[src/rtl/decoder_pkg.sv]
// decoder_pkg: shared RV32IMA+S decode types, opcode/funct constants, op-flag record and FSM states
package decoder_pkg;
  localparam logic [6:0] OP_LUI = 7'b0110111, OP_AUIPC = 7'b0010111, OP_JAL = 7'b1101111, OP_JALR = 7'b1100111;
  localparam logic [6:0] OP_BRANCH = 7'b1100011, OP_LOAD = 7'b0000011, OP_STORE = 7'b0100011, OP_IMM = 7'b0010011;
  localparam logic [6:0] OP_OP = 7'b0110011, OP_MISC_MEM = 7'b0001111, OP_SYSTEM = 7'b1110011, OP_AMO = 7'b0101111;
  localparam logic [6:0] F7_BASE = 7'h00, F7_ALT = 7'h20, F7_MULDIV = 7'h01, F7_SFENCE = 7'h09;
  localparam logic [2:0] F3_W = 3'd2;
  localparam logic [4:0] F5_LR = 5'b00010, F5_SC = 5'b00011, F5_SWAP = 5'b00001, F5_ADD = 5'b00000;
  localparam logic [4:0] F5_XOR = 5'b00100, F5_AND = 5'b01100, F5_OR = 5'b01000, F5_MIN = 5'b10000;
  localparam logic [4:0] F5_MAX = 5'b10100, F5_MINU = 5'b11000, F5_MAXU = 5'b11100;
  localparam logic [31:0] W_ECALL = 32'h00000073, W_EBREAK = 32'h00100073, W_SRET = 32'h10200073;
  localparam logic [31:0] W_MRET = 32'h30200073, W_WFI = 32'h10500073;
  typedef struct packed {
    logic lui, auipc, jal, jalr;
    logic beq, bne, blt, bge, bltu, bgeu;
    logic lb, lh, lw, lbu, lhu, sb, sh, sw;
    logic addi, slti, sltiu, xori, ori, andi, slli, srli, srai;
    logic add, sub, sll, slt, sltu, xor_, srl, sra, or_, and_;
    logic fence, fence_i, ecall, ebreak, mret, sret, wfi, sfence_vma;
    logic csrrw, csrrs, csrrc, csrrwi, csrrsi, csrrci;
    logic mul, mulh, mulhsu, mulhu, div, divu, rem, remu;
    logic lr_w, sc_w, amoswap_w, amoadd_w, amoxor_w, amoand_w, amoor_w;
    logic amomin_w, amomax_w, amominu_w, amomaxu_w;
  } ops_t;
  typedef struct packed {
    ops_t        op;
    logic [31:0] imm;
    logic [31:0] pc;
  } instructions;
  typedef struct packed {
    logic [31:0] rs1;
    logic [31:0] rs2;
  } regvpair;
  typedef enum logic {IDLE, DONE} state_e;
endpackage

[src/rtl/decoder_imm_gen.sv]
// decoder_imm_gen: sign-extended immediates of every format from instr_raw[31:7] (in), one 32-bit value per format (out)
module decoder_imm_gen (
  input  logic [31:7] instr_raw,
  output logic [31:0] imm_i,
  output logic [31:0] imm_s,
  output logic [31:0] imm_b,
  output logic [31:0] imm_u,
  output logic [31:0] imm_j,
  output logic [31:0] imm_z
);
  assign imm_i = {{20{instr_raw[31]}}, instr_raw[31:20]};
  assign imm_s = {{20{instr_raw[31]}}, instr_raw[31:25], instr_raw[11:7]};
  assign imm_b = {{19{instr_raw[31]}}, instr_raw[31], instr_raw[7], instr_raw[30:25], instr_raw[11:8], 1'b0};
  assign imm_u = {instr_raw[31:12], 12'b0};
  assign imm_j = {{11{instr_raw[31]}}, instr_raw[31], instr_raw[19:12], instr_raw[20], instr_raw[30:21], 1'b0};
  assign imm_z = {27'b0, instr_raw[19:15]};
endmodule

[src/rtl/decoder.sv]
// decoder: registered RV32IMA+S decode; in clk/rst/enabled/flush/pc/instr_raw, out completed pulse, instr record, rs1/rs2/rd_idx, writes_rd, illegal
module decoder
  import decoder_pkg::*;
(
  input  logic        clk,
  input  logic        rst,
  input  logic        enabled,
  input  logic        flush,
  input  logic [31:0] pc,
  input  logic [31:0] instr_raw,
  output logic        completed,
  output instructions instr,
  output logic [4:0]  rs1_idx,
  output logic [4:0]  rs2_idx,
  output logic [4:0]  rd_idx,
  output logic        writes_rd,
  output logic        illegal
);
  state_e state_q, state_d;
  ops_t op_d;
  logic [6:0] opc, f7;
  logic [4:0] rs1, rs2, rd, f5;
  logic [2:0] f3;
  logic is_br, is_ld, is_st, is_oi, is_op, is_mm, is_sy, is_am, b_op, a_op, m_op;
  logic legal, has_rs1, has_rs2, has_rd;
  logic [31:0] imm_d, imm_i, imm_s, imm_b, imm_u, imm_j, imm_z;
  assign {f7, rs2, rs1, f3, rd, opc} = instr_raw;
  assign f5 = f7[6:2];
  assign is_br = opc == OP_BRANCH;
  assign is_ld = opc == OP_LOAD;
  assign is_st = opc == OP_STORE;
  assign is_oi = opc == OP_IMM;
  assign is_op = opc == OP_OP;
  assign is_mm = opc == OP_MISC_MEM;
  assign is_sy = opc == OP_SYSTEM;
  assign is_am = opc == OP_AMO && f3 == F3_W;
  assign b_op = is_op && f7 == F7_BASE;
  assign a_op = is_op && f7 == F7_ALT;
  assign m_op = is_op && f7 == F7_MULDIV;
  decoder_imm_gen u_imm (
    .instr_raw(instr_raw[31:7]),
    .imm_i(imm_i),
    .imm_s(imm_s),
    .imm_b(imm_b),
    .imm_u(imm_u),
    .imm_j(imm_j),
    .imm_z(imm_z)
  );
  always_comb begin
    op_d = '0;
    op_d.lui = opc == OP_LUI;
    op_d.auipc = opc == OP_AUIPC;
    op_d.jal = opc == OP_JAL;
    op_d.jalr = opc == OP_JALR && f3 == 3'd0;
    op_d.beq = is_br && f3 == 3'd0;  op_d.bne = is_br && f3 == 3'd1;
    op_d.blt = is_br && f3 == 3'd4;  op_d.bge = is_br && f3 == 3'd5;
    op_d.bltu = is_br && f3 == 3'd6; op_d.bgeu = is_br && f3 == 3'd7;
    op_d.lb = is_ld && f3 == 3'd0;   op_d.lh = is_ld && f3 == 3'd1;   op_d.lw = is_ld && f3 == 3'd2;
    op_d.lbu = is_ld && f3 == 3'd4;  op_d.lhu = is_ld && f3 == 3'd5;
    op_d.sb = is_st && f3 == 3'd0;   op_d.sh = is_st && f3 == 3'd1;   op_d.sw = is_st && f3 == 3'd2;
    op_d.addi = is_oi && f3 == 3'd0; op_d.slti = is_oi && f3 == 3'd2; op_d.sltiu = is_oi && f3 == 3'd3;
    op_d.xori = is_oi && f3 == 3'd4; op_d.ori = is_oi && f3 == 3'd6;  op_d.andi = is_oi && f3 == 3'd7;
    op_d.slli = is_oi && f3 == 3'd1 && f7 == F7_BASE;
    op_d.srli = is_oi && f3 == 3'd5 && f7 == F7_BASE;
    op_d.srai = is_oi && f3 == 3'd5 && f7 == F7_ALT;
    op_d.add = b_op && f3 == 3'd0;   op_d.sll = b_op && f3 == 3'd1;   op_d.slt = b_op && f3 == 3'd2;
    op_d.sltu = b_op && f3 == 3'd3;  op_d.xor_ = b_op && f3 == 3'd4;  op_d.srl = b_op && f3 == 3'd5;
    op_d.or_ = b_op && f3 == 3'd6;   op_d.and_ = b_op && f3 == 3'd7;
    op_d.sub = a_op && f3 == 3'd0;   op_d.sra = a_op && f3 == 3'd5;
    op_d.mul = m_op && f3 == 3'd0;   op_d.mulh = m_op && f3 == 3'd1;  op_d.mulhsu = m_op && f3 == 3'd2;
    op_d.mulhu = m_op && f3 == 3'd3; op_d.div = m_op && f3 == 3'd4;   op_d.divu = m_op && f3 == 3'd5;
    op_d.rem = m_op && f3 == 3'd6;   op_d.remu = m_op && f3 == 3'd7;
    op_d.fence = is_mm && f3 == 3'd0;
    op_d.fence_i = is_mm && f3 == 3'd1;
    op_d.ecall = instr_raw == W_ECALL; op_d.ebreak = instr_raw == W_EBREAK;
    op_d.mret = instr_raw == W_MRET;   op_d.sret = instr_raw == W_SRET;  op_d.wfi = instr_raw == W_WFI;
    op_d.sfence_vma = is_sy && f3 == 3'd0 && f7 == F7_SFENCE;
    op_d.csrrw = is_sy && f3 == 3'd1;  op_d.csrrs = is_sy && f3 == 3'd2;  op_d.csrrc = is_sy && f3 == 3'd3;
    op_d.csrrwi = is_sy && f3 == 3'd5; op_d.csrrsi = is_sy && f3 == 3'd6; op_d.csrrci = is_sy && f3 == 3'd7;
    op_d.lr_w = is_am && f5 == F5_LR;      op_d.sc_w = is_am && f5 == F5_SC;
    op_d.amoswap_w = is_am && f5 == F5_SWAP; op_d.amoadd_w = is_am && f5 == F5_ADD;
    op_d.amoxor_w = is_am && f5 == F5_XOR; op_d.amoand_w = is_am && f5 == F5_AND;
    op_d.amoor_w = is_am && f5 == F5_OR;   op_d.amomin_w = is_am && f5 == F5_MIN;
    op_d.amomax_w = is_am && f5 == F5_MAX; op_d.amominu_w = is_am && f5 == F5_MINU;
    op_d.amomaxu_w = is_am && f5 == F5_MAXU;
    legal = |op_d;
    has_rs1 = legal && (opc == OP_JALR || is_br || is_ld || is_st || is_oi || is_op || is_am || (is_sy && f3 != 3'd0 && !f3[2]) || op_d.sfence_vma);
    has_rs2 = legal && (is_br || is_st || is_op || is_am || op_d.sfence_vma);
    has_rd = legal && (opc inside {OP_LUI, OP_AUIPC, OP_JAL, OP_JALR} || is_ld || is_oi || is_op || is_am || (is_sy && f3 != 3'd0));
    imm_d = !legal ? '0 : (opc == OP_JALR || is_ld || is_oi) ? imm_i : is_st ? imm_s : is_br ? imm_b :
            (opc == OP_LUI || opc == OP_AUIPC) ? imm_u : opc == OP_JAL ? imm_j : (is_sy && f3[2]) ? imm_z : '0;
  end
  always_comb begin
    state_d = (enabled && !flush) ? DONE : IDLE;
    completed = state_q == DONE;
  end
  always_ff @(posedge clk or posedge rst)
    if (rst) begin
      state_q <= IDLE;
      instr <= '0;
      rs1_idx <= '0;
      rs2_idx <= '0;
      rd_idx <= '0;
      writes_rd <= 1'b0;
      illegal <= 1'b0;
    end else begin
      state_q <= state_d;
      if (state_d == DONE) begin
        instr <= {op_d, imm_d, pc};
        rs1_idx <= has_rs1 ? rs1 : '0;
        rs2_idx <= has_rs2 ? rs2 : '0;
        rd_idx <= has_rd ? rd : '0;
        writes_rd <= has_rd && rd != 5'd0;
        illegal <= !legal;
      end
    end
endmodule

[config.mk]
export PLATFORM = sky130hd
export DESIGN_NAME = decoder
export DESIGN_NICKNAME = d
export VERILOG_FILES = /design/src/rtl/decoder_pkg.sv /design/src/rtl/decoder_imm_gen.sv /design/src/rtl/decoder.sv
export SDC_FILE = /design/constraint.sdc
export NUM_CORES = 1
export LEC_CHECK = 0
export CORE_MARGIN = 2
export CORE_UTILIZATION = 47
export DETAILED_ROUTE_END_ITERATION = 7
export GPL_TIMING_DRIVEN = 0
export PLACE_DENSITY = 0.79
export SETUP_SLACK_MARGIN = 0.3
export SKIP_CTS_REPAIR_TIMING = 1
export SYNTH_ARGS = -nofsm -noshare
export SYNTH_HDL_FRONTEND = slang
export SYNTH_SLANG_ARGS = --single-unit
[constraint.sdc]
create_clock -name clk -period 6.2 [get_ports clk]
set_input_delay 0.62 -clock clk [delete_from_list [all_inputs] [get_ports clk]]
set_output_delay 0.62 -clock clk [all_outputs]
set_load 0.05 [all_outputs]
## Word-level counts from Yosys, hierarchy flattened

Cells that the tools add are included.
W data, S select, Z words.

| storage, ports and cells | value |
|---|---|
| register bits after elaboration | 152 |
| latch bits | 0 |
| bits in writable memories | 0 |
| bits in read-only memories | 0 |
| input bits | 68 |
| logic and storage cells | 233 |
| memories kept | 0 |

| operators by class | value |
|---|---|
| add/sub/neg operators | 0 |
| $mul | 0 |
| div/mod/pow operators | 0 |
| $lt $le $gt $ge | 0 |
| equality and inequality tests | 37 |
| shift operators | 0 |
| mux-type cells | 11 |
| bitwise operators | 0 |
| reductions and logical operators | 107 |

Operators by type and width:

| cell | number |
|---|---|
| $mux W32 | 6 |
| $logic_and A1 B1 Y1 | 77 |
| $reduce_or A70 Y1 | 1 |
| $eq A32 B29 Y1 const B | 2 |
| $eq A7 B6 Y1 const B | 5 |
| $eq A32 B21 Y1 const B | 1 |
| $eq A32 B30 Y1 const B | 1 |
| $eq A32 B7 Y1 const B | 1 |
| $eq A7 B7 Y1 const B | 4 |
| $eq A5 B5 Y1 const B | 4 |
| $logic_or A1 B1 Y1 | 20 |
| $mux W5 | 4 |
| $eq A7 B4 Y1 const B | 2 |
| $eq A7 B5 Y1 const B | 2 |
| $eq A3 B3 Y1 const B | 4 |
| $eq A5 B2 Y1 const B | 2 |
| $eq A5 B4 Y1 const B | 2 |
| $eq A7 B1 Y1 const B | 1 |
| $eq A7 B2 Y1 const B | 1 |
| $logic_not A7 Y1 | 1 |
| $eq A3 B2 Y1 const B | 2 |
| $eq A5 B1 Y1 const B | 1 |
| $eq A5 B3 Y1 const B | 1 |
| $logic_not A5 Y1 | 1 |
| 7 further kinds | 9 |

## Logic depth before layout (Yosys ltp)

Gate-level depths: netlist (run 1).

| logic depth | value |
|---|---|
| depth in word-level cells | 11 |
| mapped depth | 9 |

## Cells and area by module

From an unflattened synthesis (run 1), not the netlist that was laid out.

| unflattened totals | value |
|---|---|
| cells, all modules | 1012 |
| area, all modules | 8953.6 µm² |

By module, submodules not included:

| module | instances | cells an instance | area an instance (µm²) |
|---|---|---|---|
| decoder | 1 | 819 | 7508.5 |
| decoder_imm_gen | 1 | 193 | 1445.1 |

## Least setup slack after synthesis (run 1)

Ideal clock, no wire load.

| timing | value |
|---|---|
| path type | input to register |
| start | input port instr_raw[30] |
| end | register illegal |
| setup time | 0.118 ns |
| arrival time | 2.342 ns |
| data required time | 6.082 ns |
| slack | 3.740 ns |
| cell stages on the path | 9 |
| cells stage by stage | buf_6 > or3_4 > buf_6 > or2_0 > or3_1 > o2111ai_2 > nor4_4 > buf_6 > a21o_1 |

| between the ends | value |
|---|---|
| longest elaborated chain between the ends | 5 |
| elaborated cells on any way between the ends | 58 |

Ends and longest elaborated chain:

| element | line | source |
|---|---|---|
| from (decl) | decoder.sv:10 | `input logic [31:0] instr_raw,` |
| $eq A7 B1 Y1 (tied with other cells) | decoder.sv:39 | `assign m_op = is_op && f7 == F7_MULDIV;` |
| $logic_and A1 B1 Y1, on equally long branches | decoder.sv:39, decoder.sv:37, decoder.sv:38 |  |
| $logic_and A1 B1 Y1 (tied with other cells) | decoder.sv:72 | `op_d.rem = m_op && f3 == 3'd6; op_d.remu = m_op && f3 == 3'd7;` |
| $reduce_or A70 Y1 (*) | decoder.sv:86 | `legal = \|op_d;` |
| $logic_not A1 Y1 (*) | decoder.sv:114 | `illegal <= !legal;` |
| to (signal assigned) | decoder.sv:114 |  |
| to (decl) | decoder.sv:17 | `output logic illegal` |

Every way passes the cells marked *; elsewhere a longest branch is shown, timed or not.
A chain may end at the register's enable or synchronous reset.

## Worst setup path in the final report (run 1)

| timing | value |
|---|---|
| start | input port instr_raw[5] |
| end | register instr[56] (netlist name) |

| between the ends | value |
|---|---|
| longest elaborated chain between the ends | 7 |
| elaborated cells on any way between the ends | 96 |

Ends and longest elaborated chain:

| element | line | source |
|---|---|---|
| $eq A7 B7 Y1 (tied with other cells) | decoder.sv:53, decoder.sv:91 |  |
| $mux W32 / $logic_or A1 B1 Y1 (equally long branches) | decoder.sv:91 | `(opc == OP_LUI \|\| opc == OP_AUIPC) ? imm_u : opc == OP_JAL ? imm_j : (is_sy && f3[2]) ? imm_z : '0;` |
| $mux W32 | decoder.sv:91 |  |
| $mux W32 (3 in series) | decoder.sv:90 | `imm_d = !legal ? '0 : (opc == OP_JALR \|\| is_ld \|\| is_oi) ? imm_i : is_st ? imm_s : is_br ? imm_b :` |
| $mux W32 (*) | decoder.sv:90 |  |
| to (signal assigned) | decoder.sv:109 | `instr <= {op_d, imm_d, pc};` |
| to (decl) | decoder.sv:12 | `output instructions instr,` |

Marked as above.

==> results of run 1 <==
power breakdown:
| group | switching [uW] | internal, uW |
|---|---|---|
| registers | 25.1 | 1040 |
| logic | 329 | 166 |
| clock network | 406 | 722 |
flip-flops by register name (all words and copies together), names as in the netlist:
name,flops
writes_rd,1
completed,1
instr,134
illegal,1
rs1_idx,5
rs2_idx,5
rd_idx,5
synthesized netlist by cell type (all sizes together) (2+ instances only):
| cell | instances | share of area, % |
|---|---|---|
| and4 | 2 | 0.25 |
| or2b | 2 | 0.23 |
| and3 | 2 | 0.18 |
| dfrtp | 152 | 54 |
| nand4 | 3 | 0.36 |
| nor4bb | 2 | 0.28 |
| nor4 | 7 | 1.3 |
| clkbuf | 32 | 2.3 |
| nor3 | 27 | 2.6 |
| buf | 19 | 2.3 |
| nor2 | 42 | 2.2 |
| and2 | 4 | 0.36 |
| and3b | 2 | 0.25 |
| a21oi | 18 | 1.3 |
| nor2b | 5 | 0.44 |
| o31ai | 4 | 0.43 |
| o41ai | 3 | 0.37 |
| or4 | 5 | 0.60 |
| a22o | 19 | 2.4 |
| inv | 11 | 0.59 |
| o21ai | 79 | 5.7 |
| a32oi | 2 | 0.25 |
| a31oi | 4 | 0.36 |
| nor4b | 2 | 0.25 |
| a211oi | 17 | 2.5 |
| nand4b | 2 | 0.25 |
| o211ai | 2 | 0.21 |
| a32o | 4 | 0.57 |
| nand4bb | 2 | 0.55 |
| or3 | 9 | 0.89 |
| nand3 | 33 | 2.3 |
| or2 | 3 | 0.27 |
| nand2b | 2 | 0.28 |
| nand2 | 193 | 10 |
how the worst min path moves through the flow:
stage	to	cells after the start	slack, ps	from
3_5_place_dp	instr[11]	2	460	instr[11]
5_1_grt	instr[42]	3	470	instr_raw[30]
2_1_floorplan	instr[0]	2	730	pc[0]
3_3_place_gp	instr[71]	2	450	instr[71]
4_1_cts	instr[42]	3	460	instr_raw[30]
6_report	instr[42]	3	470	instr_raw[30]
per-layer routing:
| metal | vias up | wire length [microns] |
|---|---|---|
| li1 | 3032 | - |
| met2 | 401 | 10500 |
| met5 | - | 0 |
| met3 | 56 | 2170 |
| met1 | 3202 | 9910 |
| met4 | 0 | 606 |
final cells by class:
| type | count | area [sq um] | area share, % |
|---|---|---|---|
| Sequential cell | 152 | 3800 | 37.8 |
| Multi-Input combinational cell | 519 | 2860 | 28.4 |
| Timing Repair Buffer | 214 | 2160 | 21.5 |
| Clock buffer | 19 | 443 | 4.40 |
| Buffer | 51 | 325 | 3.23 |
| Tap cell | 184 | 230 | 2.29 |
| Clock inverter | 12 | 198 | 1.96 |
| Inverter | 11 | 46.3 | 0.460 |
worst max-delay path, stage by stage:
cell and delay, ps:
clkdlybuf4s50_1 490, buf_4 170, clkbuf_1 410, or3_1 180
a21oi_1 140, a21oi_1 440, inv_1 160, a21oi_2 560
a211oi_2 190
kinds of logic (layout without fill, tap and decap cells):
group                  Yosys count  after routing  share of synthesized area [%]
flip-flops                     152            152                           54.1
buffers and inverters           62            307                           5.21
AND/OR/NAND/NOR                354            354                           24.8
AO/OA/AOI/OAI                  165            165                           15.9
per-stage QoR:
stage	worst slack [ps]	TNS (ps)
floorplan	1490	0
global placement	-548	-81510
detailed placement	2750	0
CTS	3170	0
global route	2960	0
finish	3090	0
==> impl_metrics.tcl, run 1 <==
set metrics [dict create \
    cts_root_buffer "clkbuf_16" \
    status "completed" \
    max_cap_viol_count 0 \
    reg2reg_slack_ps 5370 \
    core_region_area_sq_um 14600 \
    min-delay-path-class "in -> reg" \
    postRouteAntennaNets 0 \
    layout_commonest_cell "clkdlybuf4s50_1" \
    utilization_pct 69.0 \
    cp-start-kind "input port" \
    clk_pin_slew_ps 60 \
    ff2ff_path_depth 2 \
    die_x_microns 126 \
    crit_arrival_ps 3370 \
    vias 6691 \
    hold_viol 0 \
    htreeDepth 4 \
    nNetsFinal 1034 \
    yosys_warnings 0 \
    syn_area_sq_um 7030 \
    total_power_uw 2690 \
    met2_usage_pct 44.4 \
    die_area_sq_um 16000 \
    start_util_pct 48.2 \
    clock.fmax_mhz 322 \
    first_iter_violations 556 \
    syn_to_final_growth_pct 43.2 \
    avgRoutedWirePerCell_microns 20.0 \
    synth_cell_type_count 74 \
    crit_start "instr_raw[5]" \
    min_period_over_period_pct 50.1 \
    rsz0062_at_grt "no" \
    fill_cells 1145 \
    grt_max_degree 86 \
    vias_per_cell 5.76 \
    p_leak_uw 0.00428 \
    fp-row-count 44 \
    tightest_slew_ps 1160 \
    die_h_microns 126 \
    io_pins 220 \
    grt_usage_pct 29.0 \
    io_buffers 213 \
    synth_async_sr_flop_share_pct 100 \
    dpl.cell_count 1131 \
    top_usage_layer "met2" \
    cts_buffers 17 \
    synth_edf_count 0 \
    worstPathMaxFanout 10 \
    seq_area_frac_synth_pct 54.1 \
    final_cell_area_sq_um 10100 \
    grtUsageMet3_pct 8.56 \
    routabilityCongestion 0.957 \
    avgSynthCellArea_sq_um 9.59 \
    fin_crit_ps 3110 \
    reg2reg_from "instr[56]" \
    slew_violations 0 \
    postSynthCellCount 733 \
    finalWirelength_microns 23200 \
    layout_common_cells "clkdlybuf4s50_1, nand2_1, dfrtp_1" \
    use_met1_pct 40.2 \
    ir_worst_vdd_uv 172 \
    clock_skew_ps 0 \
    grt_pass1_vias 6470 \
    ys_ff_latch 152 \
    final_layout_size_suffix_gt1_share_pct 9.61 \
    r2r-end "instr[56]" \
    antenna_cells 0 \
    synth_fp_nets 801 \
    setup_viol_count_final 0 \
    antenna_found_initial 0 \
    cts.sinks 152 \
    clock_latency_ps 420 \
    placed_area_sq_um 9430 \
    grt_pass1_wl_microns 36100 \
    cts_tree "built" \
    crit_end "instr[56]" \
    clk_path_buf_depth 2 \
    dr.pass1.iters 5 \
    required_ps 6460 \
    slew-limit-headroom_pct 22.0 \
    dpl.hpwl_microns 16600 \
    whs_ps 472 \
    final_cells 1162 \
    overflow 0 \
    critical_path_class "in -> reg" \
    drc_errors 0 \
    p_per_area_nw_per_um2 267 \
    ys.flop_type "dfrtp_1" \
    cp-end-kind "flop" \
]
(Power assumes the default switching activity.)
==> run 2, diff against run 1 <==
--- a/config.mk
+++ b/config.mk
@@ -6,10 +6,10 @@
 export NUM_CORES = 1
 export LEC_CHECK = 0
 export CORE_MARGIN = 2
-export CORE_UTILIZATION = 47
+export CORE_UTILIZATION = 42
 export DETAILED_ROUTE_END_ITERATION = 7
 export GPL_TIMING_DRIVEN = 0
-export PLACE_DENSITY = 0.79
+export PLACE_DENSITY = 0.74
 export SETUP_SLACK_MARGIN = 0.3
 export SKIP_CTS_REPAIR_TIMING = 1
 export SYNTH_ARGS = -nofsm -noshare
==> constraint.sdc (replaced) <==
create_clock -name clk -period 2.5 [get_ports clk]
set_input_delay 0.25 -clock clk [delete_from_list [all_inputs] [get_ports clk]]
set_output_delay 0.25 -clock clk [all_outputs]
set_load 0.05 [all_outputs]
==> run 2 against run 1 <==
  * Clock power up 140%
  * Sequential power up 150%
  * First-iteration DRC count up 11%
  * Combinational power rose to 2.6 times the previous value
  * Critical path depth unchanged
  * Core utilization down 5.2 points
  * Flip-flop and latch count unchanged
  * Die area up 12%
  * Worst hold slack worse by 370 ps
  * Via count up 1.7%
  * Total power up 150%
==> impl_metrics.tcl, run 2 (same netlist as run 1, synthesis figures left out) <==
set metrics [dict create \
    vias_per_cell 5.58 \
    clock_skew_ps 0 \
    reg2reg_slack_ps 1690 \
    holdPathStages 3 \
    dpl.hpwl_microns 17200 \
    max_cap_viol_count 0 \
    dr.pass1.iters 6 \
    die_h_microns 133 \
    min-delay-path-class "in -> reg" \
    cts_root_buffer "clkbuf_16" \
    clock.fmax_mhz 458 \
    fp-row-count 47 \
    layout_common_cells "clkdlybuf4s50_1, nand2_1, dfrtp_1" \
    nNetsFinal 1053 \
    ff2ff_path_depth 2 \
    syn_to_final_growth_pct 49.4 \
    antenna_found_initial 1 \
    grt_pass1_wl_microns 36500 \
    multi_input_area_sq_um 3040 \
    final_cells 1219 \
    p_leak_uw 0.00455 \
    avgRoutedWirePerCell_microns 19.6 \
    clock_latency_ps 430 \
    start_util_pct 42.7 \
    crit_start "instr_raw[26]" \
    crit_arrival_ps 2520 \
    htreeDepth 4 \
    min_period_over_period_pct 87.3 \
    grt_usage_pct 26.7 \
    placed_area_sq_um 9520 \
    tightest_slew_ps 670 \
    vias 6806 \
    hold_path_startpoint "instr_raw[30]" \
    dpl.cell_count 1170 \
    io_pins 220 \
    layout_commonest_cell "clkdlybuf4s50_1" \
    postRouteAntennaNets 0 \
    slew_violations 0 \
    reg2reg_from "instr[43]" \
    rsz0062_at_grt "yes" \
    layout.area.seq_sq_um 3800 \
    hold_viol 0 \
    cts_tree "built" \
    clk_pin_slew_ps 60 \
    setup_viol_count_final 0 \
    overflow 0 \
    cp-end-kind "flop" \
    final_layout_size_suffix_gt1_share_pct 15.0 \
    p_per_area_nw_per_um2 631 \
    status "completed" \
    min_to "instr[42]" \
    ir_worst_vdd_uv 490 \
    required_ps 2830 \
    finalWirelength_microns 23900 \
    routabilityCongestion 0.918 \
    fin_crit_ps 2180 \
    grt_pass1_vias 6360 \
    utilization_pct 63.8 \
    tns_ps 0 \
    final_cell_area_sq_um 10500 \
    grt_max_degree 43 \
    cp-start-kind "input port" \
    drc_errors 0 \
    largest_reg_flops 134 \
    cts.sinks 152 \
    worstPathMaxFanout 6 \
    io_buffers 213 \
    r2r-end "instr[43]" \
    clk_path_buf_depth 2 \
    first_iter_violations 619 \
    cts_buffers 17 \
    fill_cells 1376 \
    die_area_sq_um 17800 \
    critical_path_class "in -> reg" \
    core_region_area_sq_um 16500 \
    whs_ps 106 \
    slew-limit-headroom_pct 55.1 \
    die_x_microns 133 \
    regMostFlops "instr" \
]
## run 2: where the power goes
group | internal (uW) | switching (uW)
sequential | 2570 | 61.8
clock | 1680 | 1040
combinational | 439 | 835
## run 2: critical path, cell delays in order
cell	delay, ps
dlymetal6s2s_1	230
or4_4	610
or2_0	260
or3_1	400
o2111ai_2	160
nor4_4	80
buf_4	180
buf_4	150
a311oi_2	190
## run 2: through the flow
| stage | setup WS (ps) | total power, uW |
|---|---|---|
| floorplan | 333 | 3420 |
| global placement | -988 | 3890 |
| detailed placement | -542 | 3910 |
| CTS | -111 | 6600 |
| global route | 238 | 6830 |
| finish | 316 | 6630 |
## run 2: cell type report
cell class / count / share of cell area, %
Antenna cell: 1 / 0.0238
Inverter: 11 / 0.429
Tap cell: 220 / 2.62
Multi-Input combinational cell: 519 / 28.9
Clock inverter: 10 / 1.36
Clock buffer: 22 / 4.61
Timing Repair Buffer: 233 / 22.6
Sequential cell: 152 / 36.2
Buffer: 51 / 3.33
## run 2: metal layers
layer,track usage [%],vias to the layer above,routed length [microns]
met5,0,-,0
met4,9.16,0,563
met3,5.63,54,2270
met2,41.2,367,10900
met1,37.7,3323,10100
li1,-,3062,-
## run 2: worst max path at each step
stage	to	slack (ps)	cells past startpoint
after floorplan	completed	330	1
after global placement	completed	-990	2
after detailed placement	rs2_idx[4]	-540	8
after CTS	rs2_idx[4]	-110	8
after global routing	instr[57]	240	9
final	instr[43]	320	9
==> run 3, diff against run 2 <==
--- a/config.mk
+++ b/config.mk
@@ -7,11 +7,12 @@
 export LEC_CHECK = 0
 export CORE_MARGIN = 2
 export CORE_UTILIZATION = 42
+export CTS_CLUSTER_SIZE = 10
 export DETAILED_ROUTE_END_ITERATION = 7
 export GPL_TIMING_DRIVEN = 0
+export MAX_ROUTING_LAYER = met4
 export PLACE_DENSITY = 0.74
 export SETUP_SLACK_MARGIN = 0.3
-export SKIP_CTS_REPAIR_TIMING = 1
 export SYNTH_ARGS = -nofsm -noshare
 export SYNTH_HDL_FRONTEND = slang
 export SYNTH_SLANG_ARGS = --single-unit
==> run 3 against run 2 <==
  * Critical path depth is the same
  * Total power decreased by 0.58%
  * First-iteration DRC count is 28% higher
  * Sequential power hardly changed
  * Largest cell class unchanged
  * Wire length increased by 2.0%
  * Worst hold slack lost 5.2 ps
==> impl_metrics.tcl, run 3 (same netlist as run 1, synthesis figures left out) <==
set metrics [dict create \
    cts_tree "built" \
    p_per_area_nw_per_um2 633 \
    p_leak_uw 0.00447 \
    ir_worst_vdd_uv 497 \
    overflow 0 \
    required_ps 2830 \
    cp-start-kind "input port" \
    setup_viol_count_final 0 \
    cp-end-kind "flop" \
    cts.sinks 152 \
    min_period_over_period_pct 87.4 \
    crit_chain "dlygate4sd2_1, or4_4, or2_1, or3_4, o2111ai_4, nor4_4, buf_6, buf_4, a311oi_2" \
    die_h_microns 133 \
    grt_pass1_vias 6712 \
    clk_path_buf_depth 2 \
    largest_reg_flops 134 \
    io_pins 220 \
    grt_pass1_wl_microns 38000 \
    avgRoutedWirePerCell_microns 20.0 \
    rsz0062_at_grt "yes" \
    finalWirelength_microns 24400 \
    antenna_found_initial 1 \
    routabilityCongestion 0.923 \
    critical_path_class "in -> reg" \
    syn_to_final_growth_pct 47.9 \
    utilization_pct 63.2 \
    clock_skew_ps 0 \
    hold_viol 0 \
    tightest_slew_ps 1050 \
    fin_crit_ps 2180 \
    postRouteAntennaNets 0 \
    die_area_sq_um 17800 \
    final_layout_size_suffix_gt1_share_pct 14.4 \
    cts_hold_buf 0 \
    cts_root_buffer "clkbuf_16" \
    htreeDepth 4 \
    crit_arrival_ps 2520 \
    critPathSlowestCell "or4_4" \
    dr.pass1.iters 5 \
    start_util_pct 42.7 \
    io_buffers 213 \
    regMostFlops "instr" \
    dpl.hpwl_microns 17500 \
    first_iter_violations 795 \
    fill_cells 1400 \
    vias 6809 \
    clock.fmax_mhz 458 \
    status "completed" \
    core_region_area_sq_um 16500 \
    grt_max_degree 42 \
    clock_latency_ps 430 \
    layout_commonest_cell "clkdlybuf4s50_1" \
    die_x_microns 133 \
    clk_pin_slew_ps 60 \
    fp-row-count 47 \
    nNetsFinal 1052 \
    tns_ps 0 \
    layout_common_cells "clkdlybuf4s50_1, nand2_1, dfrtp_1" \
    slew_violations 0 \
    max_stage_delay_ps 600 \
    drc_errors 0 \
    slew-limit-headroom_pct 29.2 \
    vias_per_cell 5.60 \
    min-delay-path-class "in -> reg" \
    max_cap_viol_count 0 \
    worstPathMaxFanout 7 \
    cts_buffers 17 \
    grt_usage_pct 28.6 \
]
[run 3: changes by cell type in the layout (fill, tap and decap cells not counted), moves of 2 or more]
cell / previous run / this run
clkinvlp_4: 5 / 2
dlygate4sd2_1: 0 / 6
clkbuf_4: 3 / 1
clkbuf_1: 15 / 18
clkbuf_8: 8 / 5
dlymetal6s2s_1: 12 / 4
clkinv_4: 2 / 0
clkdlybuf4s15_2: 0 / 2
[run 3: what timing repair did]
item                       in CTS  in global routing
pin swaps                       9                  7
gates resized for setup        48                 24
buffers inserted               13                  2
setup endpoints to repair     124                100
[run 3: worst max-delay path, delay by kind of cell]
family | cells | cell delay [ps]
AND/OR/NAND/NOR | 4 | 1340
buffers and inverters | 3 | 580
AO/OA/AOI/OAI | 2 | 340
[run 3: final cells by class]
cell class                 count  area (sq um)  area share [%]
antenna                        1          2.50          0.0241
timing repair buffer         232          2330            22.4
clock inverter                 8           146            1.41
tap                          220           275            2.65
inverter                      11          45.0           0.433
buffer                        51           348            3.34
clock buffer                  22           454            4.37
multi-input combinational    519          3000            28.8
sequential                   152          3800            36.6
[run 3: per-stage QoR]
stage | total power [uW] | std cells | hold WS (ps) | cell area (sq um) | worst slack (ps)
4_1_cts | 6600 | 1213 | 89.5 | 10300 | 294
2_1_floorplan | 3420 | 733 | 355 | 7040 | 333
3_3_place_gp | 3890 | 1166 | 452 | 9440 | -994
6_report | 6590 | 1216 | 100 | 10400 | 316
5_1_grt | 6810 | 1216 | 93.6 | 10400 | 255
3_5_place_dp | 3910 | 1170 | 458 | 9520 | -554
[run 3: final timing paths]
| check | from | endpoint | slack, ps | depth (start not counted) |
|---|---|---|---|---|
| worst max-delay path | instr_raw[28] | instr[43] | 320 | 9 |
| worst min-delay path | instr_raw[30] | instr[42] | 100 | 3 |
| worst max register to register | instr[43] | instr[43] | 1700 | 2 |
| worst min register to register | instr[16] | instr[16] | 470 | 2 |
| max in group asynchronous | rst | instr[117] | 1570 | 4 |
| min in group asynchronous | rst | instr[69] | 150 | 2 |
[run 3: report_power, final]
group | internal [uW] | switching (uW)
clock | 1690 | 1000
sequential | 2570 | 62.2
combinational | 431 | 838
total | 4690 | 1900
[run 3: metal layers]
metal / global-route usage [%] / share of wire, % / vias to the layer above / wire, microns
met3: 6.32 / 9.1 / 60 / 2210
li1: - / - / 3059 / -
met5: - / 0 / - / 0
met4: 10.3 / 3.2 / 0 / 790
met2: 42.8 / 45 / 397 / 11000
met1: 38.6 / 43 / 3293 / 10400
